--- config.mk ---
export PLATFORM = sky130hd
export DESIGN_NAME = xor_mix_sched
export DESIGN_NICKNAME = d
export VERILOG_FILES = /design/src/rtl/xor_mix_pkg.sv /design/src/rtl/xor_mix_core.sv /design/src/rtl/xor_mix_sched.sv
export SDC_FILE = /design/constraint.sdc
export NUM_CORES = 1
export LEC_CHECK = 0
export BUFFER_PORTS_ARGS = -buffer_cell sky130_fd_sc_hd__buf_2
export CAP_MARGIN = 0
export CORE_ASPECT_RATIO = 0.75
export CORE_UTILIZATION = 48
export DETAILED_ROUTE_END_ITERATION = 6
export PLACE_DENSITY = 0.71
export SYNTH_ARGS = -nofsm -noshare
export SYNTH_HDL_FRONTEND = slang
export SYNTH_SLANG_ARGS = --single-unit
--- constraint.sdc ---
create_clock -name clk -period 2.75 [get_ports clk]
set_input_delay 0 -clock clk [delete_from_list [all_inputs] [get_ports clk]]
set_output_delay 0 -clock clk [all_outputs]
set_load 0.01 [all_outputs]
--- src/rtl/xor_mix_pkg.sv ---
// Shared types and constants for the XOR mix scheduler.
package xor_mix_pkg;

    // Width of the accepted-operation counter.
    localparam int unsigned CNT_W = 16;

    // Requester id width stored in the buffer; covers the widest legal NUM_REQ (8).
    localparam int unsigned RES_ID_W = 3;

    // Occupancy state of the result buffer.
    typedef enum logic [1:0] {
        EMPTY = 2'd0,
        PART  = 2'd1,
        FULL  = 2'd2
    } occ_state_e;

    // One buffered result.
    typedef struct packed {
        logic [2:0]          c;
        logic                z;
        logic [RES_ID_W-1:0] id;
    } mix_res_t;

endpackage

--- src/rtl/xor_mix_core.sv ---
// Combinational XOR mix datapath applied to the granted operands.
module xor_mix_core (
    input  logic [2:0] a,
    input  logic [1:0] b,
    output logic [2:0] c,
    output logic       z
);

    logic [1:0] d;

    // Mix: low operand bits XOR b, swapped into c[2:1]; c[0] is the parity of a.
    always_comb begin
        d = a[1:0] ^ b;
        c = {d[0], d[1], ^a};
        z = c[1] ^ c[0];
    end

endmodule

--- src/rtl/xor_mix_sched.sv ---
// Round-robin scheduler feeding a shared XOR mix datapath into a small
// flop-based FIFO of results.
module xor_mix_sched
    import xor_mix_pkg::*;
#(
    parameter  int unsigned NUM_REQ = 2,
    parameter  int unsigned DEPTH   = 2,
    localparam int unsigned IDW     = (NUM_REQ > 2) ? $clog2(NUM_REQ) : 1
) (
    input  logic                 clk,
    input  logic                 rst_n,
    input  logic [NUM_REQ-1:0]   req_valid,
    output logic [NUM_REQ-1:0]   req_ready,
    input  logic [3*NUM_REQ-1:0] req_a,
    input  logic [2*NUM_REQ-1:0] req_b,
    output logic                 out_valid,
    input  logic                 out_ready,
    output logic [2:0]           out_c,
    output logic                 out_z,
    output logic [IDW-1:0]       out_id,
    output logic [CNT_W-1:0]     op_count
);

    localparam int unsigned PTR_W = 2;
    localparam int unsigned OCC_W = 3;

    logic [IDW-1:0]     rr_q, rr_d;
    logic [PTR_W-1:0]   head_q, head_d;
    logic [PTR_W-1:0]   tail_q, tail_d;
    logic [OCC_W-1:0]   occ_q, occ_d;
    occ_state_e         state_q, state_d;
    logic [CNT_W-1:0]   cnt_q, cnt_d;
    mix_res_t           mem_q [DEPTH];

    logic               grant_found;
    logic [IDW-1:0]     grant_idx;
    logic [NUM_REQ-1:0] grant_oh;
    logic [2:0]         a_sel;
    logic [1:0]         b_sel;
    logic [2:0]         mix_c;
    logic               mix_z;
    mix_res_t           wr_res;
    mix_res_t           head_res;
    logic               buf_full;
    logic               push;
    logic               pop;

    function automatic logic [PTR_W-1:0] ptr_next(input logic [PTR_W-1:0] p);
        return (p == PTR_W'(DEPTH - 1)) ? '0 : p + PTR_W'(1);
    endfunction

    // Round-robin search: first valid at or above rr_q, else first valid below it.
    always_comb begin
        grant_found = 1'b0;
        grant_idx   = '0;
        grant_oh    = '0;
        for (int i = 0; i < NUM_REQ; i++) begin
            if (!grant_found && req_valid[i] && (IDW'(i) >= rr_q)) begin
                grant_found = 1'b1;
                grant_idx   = IDW'(i);
            end
        end
        for (int i = 0; i < NUM_REQ; i++) begin
            if (!grant_found && req_valid[i] && (IDW'(i) < rr_q)) begin
                grant_found = 1'b1;
                grant_idx   = IDW'(i);
            end
        end
        for (int i = 0; i < NUM_REQ; i++) begin
            if (grant_found && (grant_idx == IDW'(i))) begin
                grant_oh[i] = 1'b1;
            end
        end
    end

    // Operand mux for the granted requester.
    always_comb begin
        a_sel = '0;
        b_sel = '0;
        for (int i = 0; i < NUM_REQ; i++) begin
            if (grant_oh[i]) begin
                a_sel = req_a[3*i +: 3];
                b_sel = req_b[2*i +: 2];
            end
        end
    end

    xor_mix_core u_core (
        .a (a_sel),
        .b (b_sel),
        .c (mix_c),
        .z (mix_z)
    );

    // Grant is visible only out of reset and while the buffer has room.
    always_comb begin
        req_ready = (rst_n && !buf_full) ? grant_oh : '0;
        push      = |(req_valid & req_ready);
        pop       = out_valid & out_ready;
        wr_res    = '{c: mix_c, z: mix_z, id: RES_ID_W'(grant_idx)};
    end

    // Occupancy state register.
    always_ff @(posedge clk or negedge rst_n) begin
        if (!rst_n) begin
            state_q <= EMPTY;
            occ_q   <= '0;
        end else begin
            state_q <= state_d;
            occ_q   <= occ_d;
        end
    end

    // Occupancy next state: push-only grows, pop-only shrinks, both hold.
    always_comb begin
        state_d = state_q;
        occ_d   = occ_q;
        case (state_q)
            EMPTY: begin
                if (push) begin
                    occ_d   = OCC_W'(1);
                    state_d = PART;
                end
            end
            PART: begin
                if (push && !pop) begin
                    occ_d   = occ_q + OCC_W'(1);
                    state_d = (occ_d == OCC_W'(DEPTH)) ? FULL : PART;
                end else if (pop && !push) begin
                    occ_d   = occ_q - OCC_W'(1);
                    state_d = (occ_d == '0) ? EMPTY : PART;
                end
            end
            FULL: begin
                if (pop && !push) begin
                    occ_d   = occ_q - OCC_W'(1);
                    state_d = PART;
                end
            end
            default: begin
                occ_d   = '0;
                state_d = EMPTY;
            end
        endcase
    end

    // Occupancy-derived flags.
    always_comb begin
        out_valid = (state_q != EMPTY);
        buf_full  = (state_q == FULL);
    end

    // Pointer, round-robin and counter next values.
    always_comb begin
        tail_d = push ? ptr_next(tail_q) : tail_q;
        head_d = pop  ? ptr_next(head_q) : head_q;
        rr_d   = rr_q;
        if (push) begin
            rr_d = (grant_idx == IDW'(NUM_REQ - 1)) ? '0 : grant_idx + IDW'(1);
        end
        cnt_d  = push ? cnt_q + CNT_W'(1) : cnt_q;
    end

    // Pointers, round-robin pointer and operation counter.
    always_ff @(posedge clk or negedge rst_n) begin
        if (!rst_n) begin
            head_q <= '0;
            tail_q <= '0;
            rr_q   <= '0;
            cnt_q  <= '0;
        end else begin
            head_q <= head_d;
            tail_q <= tail_d;
            rr_q   <= rr_d;
            cnt_q  <= cnt_d;
        end
    end

    // Result storage, written at the tail on each transfer.
    always_ff @(posedge clk or negedge rst_n) begin
        if (!rst_n) begin
            for (int k = 0; k < DEPTH; k++) begin
                mem_q[k] <= '0;
            end
        end else begin
            for (int k = 0; k < DEPTH; k++) begin
                if (push && (tail_q == PTR_W'(k))) begin
                    mem_q[k] <= wr_res;
                end
            end
        end
    end

    // Head read; outputs are zero whenever the buffer is empty.
    always_comb begin
        head_res = '0;
        for (int k = 0; k < DEPTH; k++) begin
            if (head_q == PTR_W'(k)) begin
                head_res = mem_q[k];
            end
        end
        out_c    = out_valid ? head_res.c : '0;
        out_z    = out_valid ? head_res.z : 1'b0;
        out_id   = out_valid ? IDW'(head_res.id) : '0;
        op_count = cnt_q;
    end

endmodule

==> impl_metrics.json, run 1 <==
{
  "status": "completed",
  "initial_core_util_pct": 50.2,
  "synth_top_cell_by_area": "dfrtp_1",
  "slew_viol_final": 0,
  "p_switching_mw": 0.752,
  "routedWlPerCell_um": 13.4,
  "routed_via_density": 5.22,
  "cts_buffer_depth": 2,
  "cts.clk_slew.worst_paths_ps": 80,
  "syn_inst": 206,
  "grt_start_max_net_pins": 38,
  "ys_async_sr_fraction_pct": 100,
  "grt_usage_pct": 20.7,
  "start_kind": "register",
  "root_buffer": "clkbuf_8",
  "layout.nets": 268,
  "critPathTopFamily": "simple AND/OR/NAND/NOR gates",
  "cts_resized": 0,
  "crit_path_max_incr_delay_ps": 400,
  "swShare_pct": 36.2,
  "fmax_mhz": 446,
  "yosys.area_share.simple_pct": 18.4,
  "r2r_slack_ps": 510,
  "worstSetupPathType": "register to register",
  "combinationalPowerShare_pct": 36.5,
  "cp.arrival_ps": 2410,
  "synth_fp_nets": 227,
  "path_cells": "nor2b_1, or3_1, inv_2, ha_1, mux2i_1, xor2_1, nand3_1, o21ai_0, o21ai_0",
  "final_cell_area_um2": 2400,
  "cp-end-kind": "register",
  "synth_edf_count": 0,
  "final-hold-violation-count": 0,
  "synth_common_cells": "dfrtp_1, nand2_1, nor2_1",
  "worst_ep_required_time_ps": 2920,
  "yosysTopAreaCellShare_pct": 44.0,
  "first_iter_violations": 82,
  "synth_area_um2": 2050,
  "num_vias": 1581,
  "min_path_type": "input pin to register",
  "worst_pin_slew_ps": 459,
  "grt_pass1_wl_um": 7330,
  "coreArea_um2": 4080,
  "rows": 20,
  "synth_compound_area_share_pct": 16.0,
  "p_seq_share_pct": 41.4,
  "maxCapViolCount": 0,
  "power.density_nw_per_um2": 863,
  "synth.distinct_cells": 47,
  "hpwl_um": 2990,
  "nFillCells": 363,
  "yosys_warnings": 0,
  "finalCritPeriodShare_pct": 81.5,
  "period_minus_slack_ps": 2240,
  "cts_tree": "built",
  "p_leak_nw": 1.19,
  "antenna_left": 0,
  "clock-skew-final_ps": 3.67,
  "area_growth_syn_to_layout_pct": 17.5,
  "synthMuxAreaShare_pct": 3.42,
  "irDropWorstVdd_uv": 421,
  "placed_area_um2": 2290,
  "clkPwrFrac_pct": 22.1,
  "diodes": 0,
  "grt_setup_unrepaired": "false",
  "die_area_um2": 4530,
  "wl_um": 4060,
  "synthFlopType": "dfrtp_1",
  "grt_pass1_vias": 1588,
  "setup_viol": 0,
  "ys_top_cells_by_area": "dfrtp_1, xor2_1, xnor2_1, nand2_1, ha_1",
  "p_int_mw": 1.32,
  "crit_slowest_cell": "or3_1",
  "yosysMostFrequentCell": "dfrtp_1",
  "ys_seq_area_share_pct": 44.0,
  "fin_setup_tns_ps": 0,
  "worst-path-max-fanout": 9,
  "post-place-ws_ps": 532,
  "worst_slack_ps": 510,
  "firstDrtPassIters": 4,
  "slew_headroom_pct": 69.4,
  "drive_above_1_share_pct": 24.2,
  "synth_xor_xnor_area_share_pct": 10.1,
  "die_h_um": 58.6,
  "cts.sinks": 36,
  "synth-adder-area-share_pct": 3.67,
  "clk_latency_ps": 280,
  "grt-ovfl-total": 0,
  "h-tree-depth": 2,
  "synth_top_family_by_area": "simple AND/OR/NAND/NOR gates",
  "hold_ws_ps": 86.9,
  "portBuffers": 38,
  "ys_seq_elements": 36,
  "syn_area_per_cell_um2": 9.94,
  "die_x_um": 77.4,
  "io_pins": 39,
  "antenna_found_initial": 0,
  "cpMostUsedCell": "o21ai_0",
  "crit_buf_inv": 1,
  "gp_congestion": 0.888,
  "drc": 0,
  "cts_buffers": 5
}
## flip-flops by register name (all words and copies together), names as in the netlist
name      count
op_count     16
occ_q         3
state_q       2
rr_q          1
head_q        2
tail_q        2
mem_q        10
## worst min-delay path, cell delays in order
cell and delay [ps]:
buf_2 80, nand2_1 60, inv_1 110, xor2_1 70
## through the flow
stage	cells	power, mW	util (%)
finish	303	2.08	59.0
global placement	294	1.62	56.1
detailed placement	294	1.63	56.1
floorplan	206	1.39	-
global route	303	2.23	59.0
CTS	303	2.09	59.0
## worst paths after layout
| path | cells after the start | start | to |
|---|---|---|---|
| setup / recovery | 9 | state_q[1] | state_q[0] |
| hold / removal | 4 | out_ready | head_q[0] |
| setup reg to reg | 9 | state_q[1] | state_q[0] |
| hold reg to reg | 1 | op_count[15] | op_count[15] |
| max in group asynchronous | 3 | rst_n | occ_q[1] |
| min in group asynchronous | 3 | rst_n | mem_q[4] |
## kinds of logic (layout without fill, tap and decap cells)
kind of cell               Yosys count  after routing
and+or+nand+nor                     70             70
AOI/OAI and AO/OA                   45             45
DFF                                 36             36
xor gates and xnor gates            22             22
muxes                                7              7
buffers and inverters               20             62
adders and majority gates            6              6
## power groups by stage
stage | sequential [mW] | combinational, mW | clock, mW
final | 0.859 | 0.757 | 0.459
after global routing | 0.889 | 0.857 | 0.488
after CTS | 0.861 | 0.766 | 0.466
after detailed placement | 0.870 | 0.762 | 0
after global placement | 0.866 | 0.753 | 0
after floorplan | 0.825 | 0.560 | 0
## final cells by class
cell class | count | area (µm²) | share of cell area [%]
clock buffers | 6 | 72.6 | 3.02
repair buffers | 43 | 230 | 9.57
inverters | 11 | 41.3 | 1.72
clock inverters | 2 | 35.0 | 1.46
well taps | 55 | 68.8 | 2.86
flip-flops and latches | 36 | 901 | 37.5
multi-input cells | 150 | 1060 | 43.9
## per-layer routing
| layer | vias to the layer above | track usage [%] | wire length [µm] |
|---|---|---|---|
| li1 | 795 | - | - |
| met3 | 5 | 4.03 | 182 |
| met2 | 41 | 31.9 | 1730 |
| met5 | - | 0 | 0 |
| met1 | 740 | 29.9 | 2120 |
| met4 | 0 | 6.20 | 32 |
## placed cells by master (no fill, tap or decap), drive strengths merged, types with 5 or more instances in the layout
cell type and count:
a21oi 6, buf 42, clkbuf 6, dfrtp 36, ha 6, inv 11, mux2i 7, nand2 23
nand2b 5, nand3 7, nor2 15, nor3 5, o211ai 5, o21ai 12, xnor2 10, xor2 11
## repair_timing
action,4_1_cts,5_1_grt
endpoints found under the hold margin,36,0
setup endpoints to repair,0,0
buffers inserted,0,0
hold buffers,1,0
Power figures use the tool's default switching activity.
==> run 2: changes to the inputs <==
--- a/config.mk
+++ b/config.mk
@@ -5,12 +5,13 @@
 export SDC_FILE = /design/constraint.sdc
 export NUM_CORES = 1
 export LEC_CHECK = 0
+export ABC_AREA = 1
 export BUFFER_PORTS_ARGS = -buffer_cell sky130_fd_sc_hd__buf_2
 export CAP_MARGIN = 0
 export CORE_ASPECT_RATIO = 0.75
 export CORE_UTILIZATION = 48
 export DETAILED_ROUTE_END_ITERATION = 6
-export PLACE_DENSITY = 0.71
+export PLACE_DENSITY = 0.73
 export SYNTH_ARGS = -nofsm -noshare
 export SYNTH_HDL_FRONTEND = slang
 export SYNTH_SLANG_ARGS = --single-unit
==> constraint.sdc (replaced) <==
create_clock -name clk -period 1.96 [get_ports clk]
set_input_delay 0 -clock clk [delete_from_list [all_inputs] [get_ports clk]]
set_output_delay 0 -clock clk [all_outputs]
set_load 0.01 [all_outputs]
==> run 2 against run 1 <==
First-iteration DRC count increased by 82%; synthesized cell count is 24% higher; critical path depth rose by 1; cell count rose by 18%; cell area increased by 2.4%; routed wire length rose by 5.6%; via count increased by 13%; utilization grew 1.4 points; global-route usage grew 0.91 points; largest cell class unchanged; largest power group is now combinational cells; highest routed layer unchanged.
==> impl_metrics.json, run 2 <==
{
  "final_common_cell": "nand2_1",
  "fin_setup_tns_ps": 0,
  "cts_buffers": 5,
  "synth_fp_nets": 276,
  "final_cell_mix": "nand2_1, buf_2, dfrtp_1",
  "post-place-ws_ps": 225,
  "grt_usage_pct": 21.6,
  "clock-skew-final_ps": 6.16,
  "cts.sinks": 36,
  "synth.distinct_cells": 27,
  "p_seq_share_pct": 38.3,
  "ys_seq_area_share_pct": 44.0,
  "crit_path_max_incr_delay_ps": 410,
  "synth_common_cells": "nand2_1, dfrtp_1, inv_1",
  "die_area_um2": 4540,
  "status": "completed",
  "r2r_slack_ps": 200,
  "hpwl_um": 3250,
  "area_growth_syn_to_layout_pct": 20.1,
  "grt_setup_unrepaired": "false",
  "worst_ep_required_time_ps": 2140,
  "slew_viol_final": 0,
  "setup_viol": 0,
  "crit_buf_inv": 3,
  "synth_top_family_by_area": "simple AND/OR/NAND/NOR gates",
  "cts_buffer_depth": 2,
  "p_int_mw": 1.90,
  "reg2reg_depth": 10,
  "die_x_um": 77.5,
  "synth-adder-area-share_pct": 3.66,
  "fin_util_pct": 60.4,
  "slew_headroom_pct": 69.2,
  "synth_compound_area_share_pct": 9.34,
  "clk_latency_ps": 290,
  "drc": 0,
  "firstDrtPassIters": 4,
  "grt_pass1_wl_um": 7460,
  "nFillCells": 370,
  "yosysTopAreaCellShare_pct": 44.0,
  "cts_resized": 0,
  "path_cells": "nor2_1, inv_1, nand2_1, inv_1, ha_1, xor2_1, o21ai_0, o21ai_0, o22ai_1, inv_1",
  "antenna_left": 0,
  "ys_async_sr_fraction_pct": 100,
  "cts_tree": "built",
  "start_kind": "register",
  "finalCritPeriodShare_pct": 89.8,
  "critPathTopFamily": "flip-flops",
  "initial_core_util_pct": 50.2,
  "root_buffer": "clkbuf_8",
  "yosys.area_share.simple_pct": 28.4,
  "yosys_warnings": 0,
  "grt-ovfl-total": 0,
  "h-tree-depth": 2,
  "layout.nets": 324,
  "worstSetupPathType": "register to register",
  "min_path_type": "input pin to register",
  "first_iter_violations": 149,
  "synth_xor_xnor_area_share_pct": 8.55,
  "synth_area_um2": 2050,
  "postCtsHoldBufs": 1,
  "diodes": 0,
  "antenna_found_initial": 0,
  "cpMostUsedCell": "inv_1",
  "combinationalPowerShare_pct": 38.6,
  "irDropWorstVdd_uv": 657,
  "power.density_nw_per_um2": 1260,
  "wl_um": 4290,
  "cp-end-kind": "register",
  "gp_congestion": 0.955,
  "crit_slowest_cell": "dfrtp_1",
  "min_path_cells": 3,
  "ys_seq_elements": 36,
  "timing.rr.end": "occ_q[0]",
  "io_pins": 39,
  "synthFlopType": "dfrtp_1",
  "routed_via_density": 4.98,
  "p_switching_mw": 1.21,
  "fmax_mhz": 568,
  "hold_path_startpoint": "out_ready",
  "largest_register_ffs": 16,
  "worst_pin_slew_ps": 461,
  "die_h_um": 58.6,
  "drive_above_1_share_pct": 19.4,
  "synth_top_cell_by_area": "dfrtp_1",
  "coreArea_um2": 4080,
  "grt_pass1_vias": 1647,
  "routedWlPerCell_um": 12.0,
  "worst-path-max-fanout": 4,
  "period_minus_slack_ps": 1760,
  "portBuffers": 38,
  "swShare_pct": 38.9,
  "ys_top_cells_by_area": "dfrtp_1, nand2_1, inv_1, xor2_1, nand3_1",
  "grt_start_max_net_pins": 38,
  "yosysMostFrequentCell": "nand2_1",
  "clkPwrFrac_pct": 23.0,
  "post_cts_buffers": 0,
  "cp.arrival_ps": 1940,
  "maxCapViolCount": 0,
  "p_leak_nw": 1.28,
  "worst_slack_ps": 201,
  "min_to": "head_q[0]",
  "rows": 20,
  "syn_inst": 255,
  "reg2reg_from": "state_q[1]",
  "synth_edf_count": 0,
  "cts.clk_slew.worst_paths_ps": 70,
  "num_vias": 1789,
  "final-hold-violation-count": 0,
  "syn_area_per_cell_um2": 8.04,
  "synthMuxAreaShare_pct": 0
}
## run 2: cell count changes in the layout (fill, tap and decap cells not counted), sizes merged, moves of 5 or more
cell	previous run	this run
nor2	15	21
nand2	23	75
o21ai	12	18
nand2b	5	0
mux2i	7	0
nand3	7	20
inv	11	32
o211ai	5	0
## run 2: layout make-up
| cell class | count | area (µm²) | area share (%) |
|---|---|---|---|
| multi-input combinational | 186 | 1020 | 41.6 |
| inverter | 32 | 120 | 4.88 |
| tap | 55 | 68.8 | 2.79 |
| clock inverter | 1 | 30.0 | 1.22 |
| sequential | 36 | 901 | 36.6 |
| clock buffer | 7 | 96.3 | 3.91 |
| timing repair buffer | 42 | 223 | 9.04 |
## run 2: routing by layer
layer  wire length (µm)  vias to the layer above  track usage, %  share of wire (%)
met1               2240                      810            32.6                 52
met4                 29                        0            7.55               0.68
met2               1760                       56            30.6                 41
met3                258                        6            4.96                6.0
li1                   -                      917               -                  -
met5                  0                        -               0                  0
## run 2: kinds of logic after synthesis
family,after synthesis
AND/OR/NAND/NOR,126
adder cells (fa/ha/maj),6
AO/OA/AOI/OAI,34
buffers and inverters,33
flip-flops,36
XOR/XNOR,20
## run 2: stage by stage
| stage | cell area [µm²] | hold slack (ps) | total power, mW | instances |
|---|---|---|---|---|
| after floorplan | 2050 | -296 | 1.99 | 255 |
| after global placement | 2330 | 128 | 2.38 | 350 |
| after detailed placement | 2330 | 131 | 2.39 | 350 |
| after CTS | 2460 | 63.1 | 3.12 | 359 |
| after global routing | 2460 | 92.8 | 3.37 | 359 |
| final | 2460 | 60.2 | 3.10 | 359 |
## run 2: power by group through the flow
| stage | Sequential (mW) | Combinational, mW | Clock, mW |
|---|---|---|---|
| final | 1.19 | 1.20 | 0.715 |
| after global routing | 1.23 | 1.37 | 0.766 |
| after CTS | 1.19 | 1.20 | 0.729 |
| after detailed placement | 1.20 | 1.19 | 0 |
| after global placement | 1.20 | 1.19 | 0 |
| after floorplan | 1.19 | 0.800 | 0 |
## run 2: worst max-delay path by stage
stage,startpoint,endpoint,slack [ps],depth (start not counted)
6_report,state_q[1],occ_q[0],200,10
3_3_place_gp,state_q[1],occ_q[0],240,10
3_5_place_dp,state_q[1],occ_q[0],230,10
5_1_grt,rr_q,mem_q[10],6,9
2_1_floorplan,state_q[1],occ_q[0],20,10
4_1_cts,state_q[1],occ_q[0],200,10
## run 2: worst reg2reg max path, cell delays in order, from the launching register on
cell and delay [ps]:
dfrtp_1 410, nor2_1 160, inv_1 80, nand2_1 130
inv_1 70, ha_1 230, xor2_1 170, o21ai_0 140
o21ai_0 90, o22ai_1 120, inv_1 60
==> run 3: changes to the inputs <==
--- a/config.mk
+++ b/config.mk
@@ -5,7 +5,7 @@
 export SDC_FILE = /design/constraint.sdc
 export NUM_CORES = 1
 export LEC_CHECK = 0
-export ABC_AREA = 1
+export ABC_AREA = 0
 export BUFFER_PORTS_ARGS = -buffer_cell sky130_fd_sc_hd__buf_2
 export CAP_MARGIN = 0
 export CORE_ASPECT_RATIO = 0.75
==> run 3 against run 2 <==
Total power fell by 4.0%; largest power group is now registers; register-to-register slack worse by 110 ps; cell area increased by 2.5%; routed wire length down 5.8%; maximum frequency down 5.7%; clock skew up 1.4 ps; cell count decreased by 13%; clock power is 9.8% lower; clock-buffer cell count down 2.
==> impl_metrics.json, run 3 (same netlist as run 1, synthesis figures left out) <==
{
  "crit_slowest_cell": "or3_4",
  "layout.nets": 277,
  "slew_headroom_pct": 70.5,
  "die_h_um": 58.6,
  "first_iter_violations": 67,
  "io_pins": 39,
  "clk_latency_ps": 290,
  "worst_pin_slew_ps": 442,
  "wl_um": 4040,
  "grt_pass1_vias": 1459,
  "antenna_left": 0,
  "coreArea_um2": 4080,
  "grt_start_max_net_pins": 38,
  "path_cells": "nor2b_4, or3_4, inv_8, ha_4, mux2i_1, xor2_1, nand3_1, o21ai_1, o21ai_1",
  "crit_path_max_incr_delay_ps": 410,
  "gr-usage-met2_pct": 28.2,
  "cts_tree": "built",
  "gp_congestion": 0.913,
  "grt_pass1_wl_um": 6990,
  "firstDrtPassIters": 4,
  "h-tree-depth": 2,
  "die_area_um2": 4530,
  "min_path_type": "input pin to register",
  "status": "completed",
  "drc": 0,
  "portBuffers": 38,
  "cts_buffer_depth": 2,
  "cts.sinks": 36,
  "post-place-ws_ps": -31.9,
  "rows": 20,
  "cpMostUsedCell": "o21ai_1",
  "maxCapViolCount": 0,
  "routed_via_density": 5.20,
  "final_common_cell": "buf_2",
  "gr-usage-met1_pct": 30.6,
  "post_cts_buffers": 0,
  "diodes": 0,
  "worst_ep_required_time_ps": 2140,
  "setup_viol": 0,
  "crit_buf_inv": 1,
  "root_buffer": "clkbuf_8",
  "num_vias": 1621,
  "cp.arrival_ps": 2040,
  "grt-ovfl-total": 0,
  "finalCritPeriodShare_pct": 95.2,
  "hpwl_um": 3110,
  "p_leak_nw": 1.24,
  "start_kind": "register",
  "routedWlPerCell_um": 13.0,
  "cp-end-kind": "register",
  "worst-path-max-fanout": 8,
  "final-hold-violation-count": 0,
  "final_cell_mix": "buf_2, dfrtp_1, nand2_1",
  "area_growth_syn_to_layout_pct": 23.3,
  "antenna_found_initial": 0,
  "worst_slack_ps": 93.3,
  "grt_usage_pct": 20.2,
  "cts_buffers": 5,
  "die_x_um": 77.4,
  "final_cell_area_um2": 2520,
  "cts.clk_slew.worst_paths_ps": 70,
  "top_usage_layer": "met1",
  "power.density_nw_per_um2": 1180,
  "placed_area_um2": 2380,
  "period_minus_slack_ps": 1870,
  "power_mw": 2.98,
  "drive_above_1_share_pct": 30.0,
  "slew_viol_final": 0,
  "clock-skew-final_ps": 7.52,
  "worstSetupPathType": "register to register",
  "irDropWorstVdd_uv": 576,
  "fmax_mhz": 536,
  "initial_core_util_pct": 50.2,
  "largest_register_ffs": 16,
  "use_met3_pct": 5.12,
  "critPathTopFamily": "simple AND/OR/NAND/NOR gates"
}
## run 3: changes by cell type in the layout (fill, tap and decap cells not counted), moves of 3 or more
cell and change:
buf_4 +10, inv_1 -21, mux2i_1 +7, nand2_1 -53, nand2b_1 +5, nand3_1 -11
nor2_1 -5, nor3_1 +3, o211ai_1 +5, o21ai_0 -12, o21ai_1 +6
## run 3: through the flow
stage          setup TNS, ps  hold WS, ps  utilization, %  std cells
3_5_place_dp           -78.3         86.0            58.4        303
6_report                   0          170            61.9        312
2_1_floorplan          -92.4         -296               -        206
4_1_cts                    0          176            61.6        312
3_3_place_gp               0         82.8            58.4        303
5_1_grt                -3.67          214            61.9        312
## run 3: layout make-up
class	instances	area, µm²
Fill cell	334	1560
Multi-Input combinational cell	150	1100
Sequential cell	36	901
Timing Repair Buffer	52	298
Clock buffer	5	68.8
Tap cell	55	68.8
Inverter	11	48.8
Clock inverter	3	42.5
## run 3: per-layer routing
metal,wire length (µm),vias up
met3,120,4
met2,1700,28
li1,-,819
met1,2190,770
met5,0,-
met4,34,0
## run 3: worst paths after layout
kind / endpoint / from / slack, ps / cells after the start
max reg2reg: state_q[0] / state_q[1] / 90 / 9
min: mem_q[13] / req_b[0] / 170 / 4
max in group asynchronous: rr_q / rst_n / 1350 / 3
min in group asynchronous: mem_q[6] / rst_n / 300 / 3
max: state_q[0] / state_q[1] / 90 / 9
min reg2reg: op_count[15] / op_count[15] / 460 / 1
## run 3: what timing repair did
action,in CTS,in global routing
hold buffers,1,0
hold endpoints to repair,36,0
gates resized for setup,2,3
pin swaps,0,1
setup endpoints to repair,4,5
## run 3: power breakdown
part           internal, mW  leakage (nW)  switching, mW
combinational         0.556         0.732          0.567
clock                 0.376        0.0541          0.269
sequential            0.968         0.451          0.245
total                  1.90          1.24           1.08
## run 3: tightest hold or removal path, cell delays in order
cell	delay, ps
buf_2	70
a32oi_1	60
xnor2_1	160
o21ai_1	120
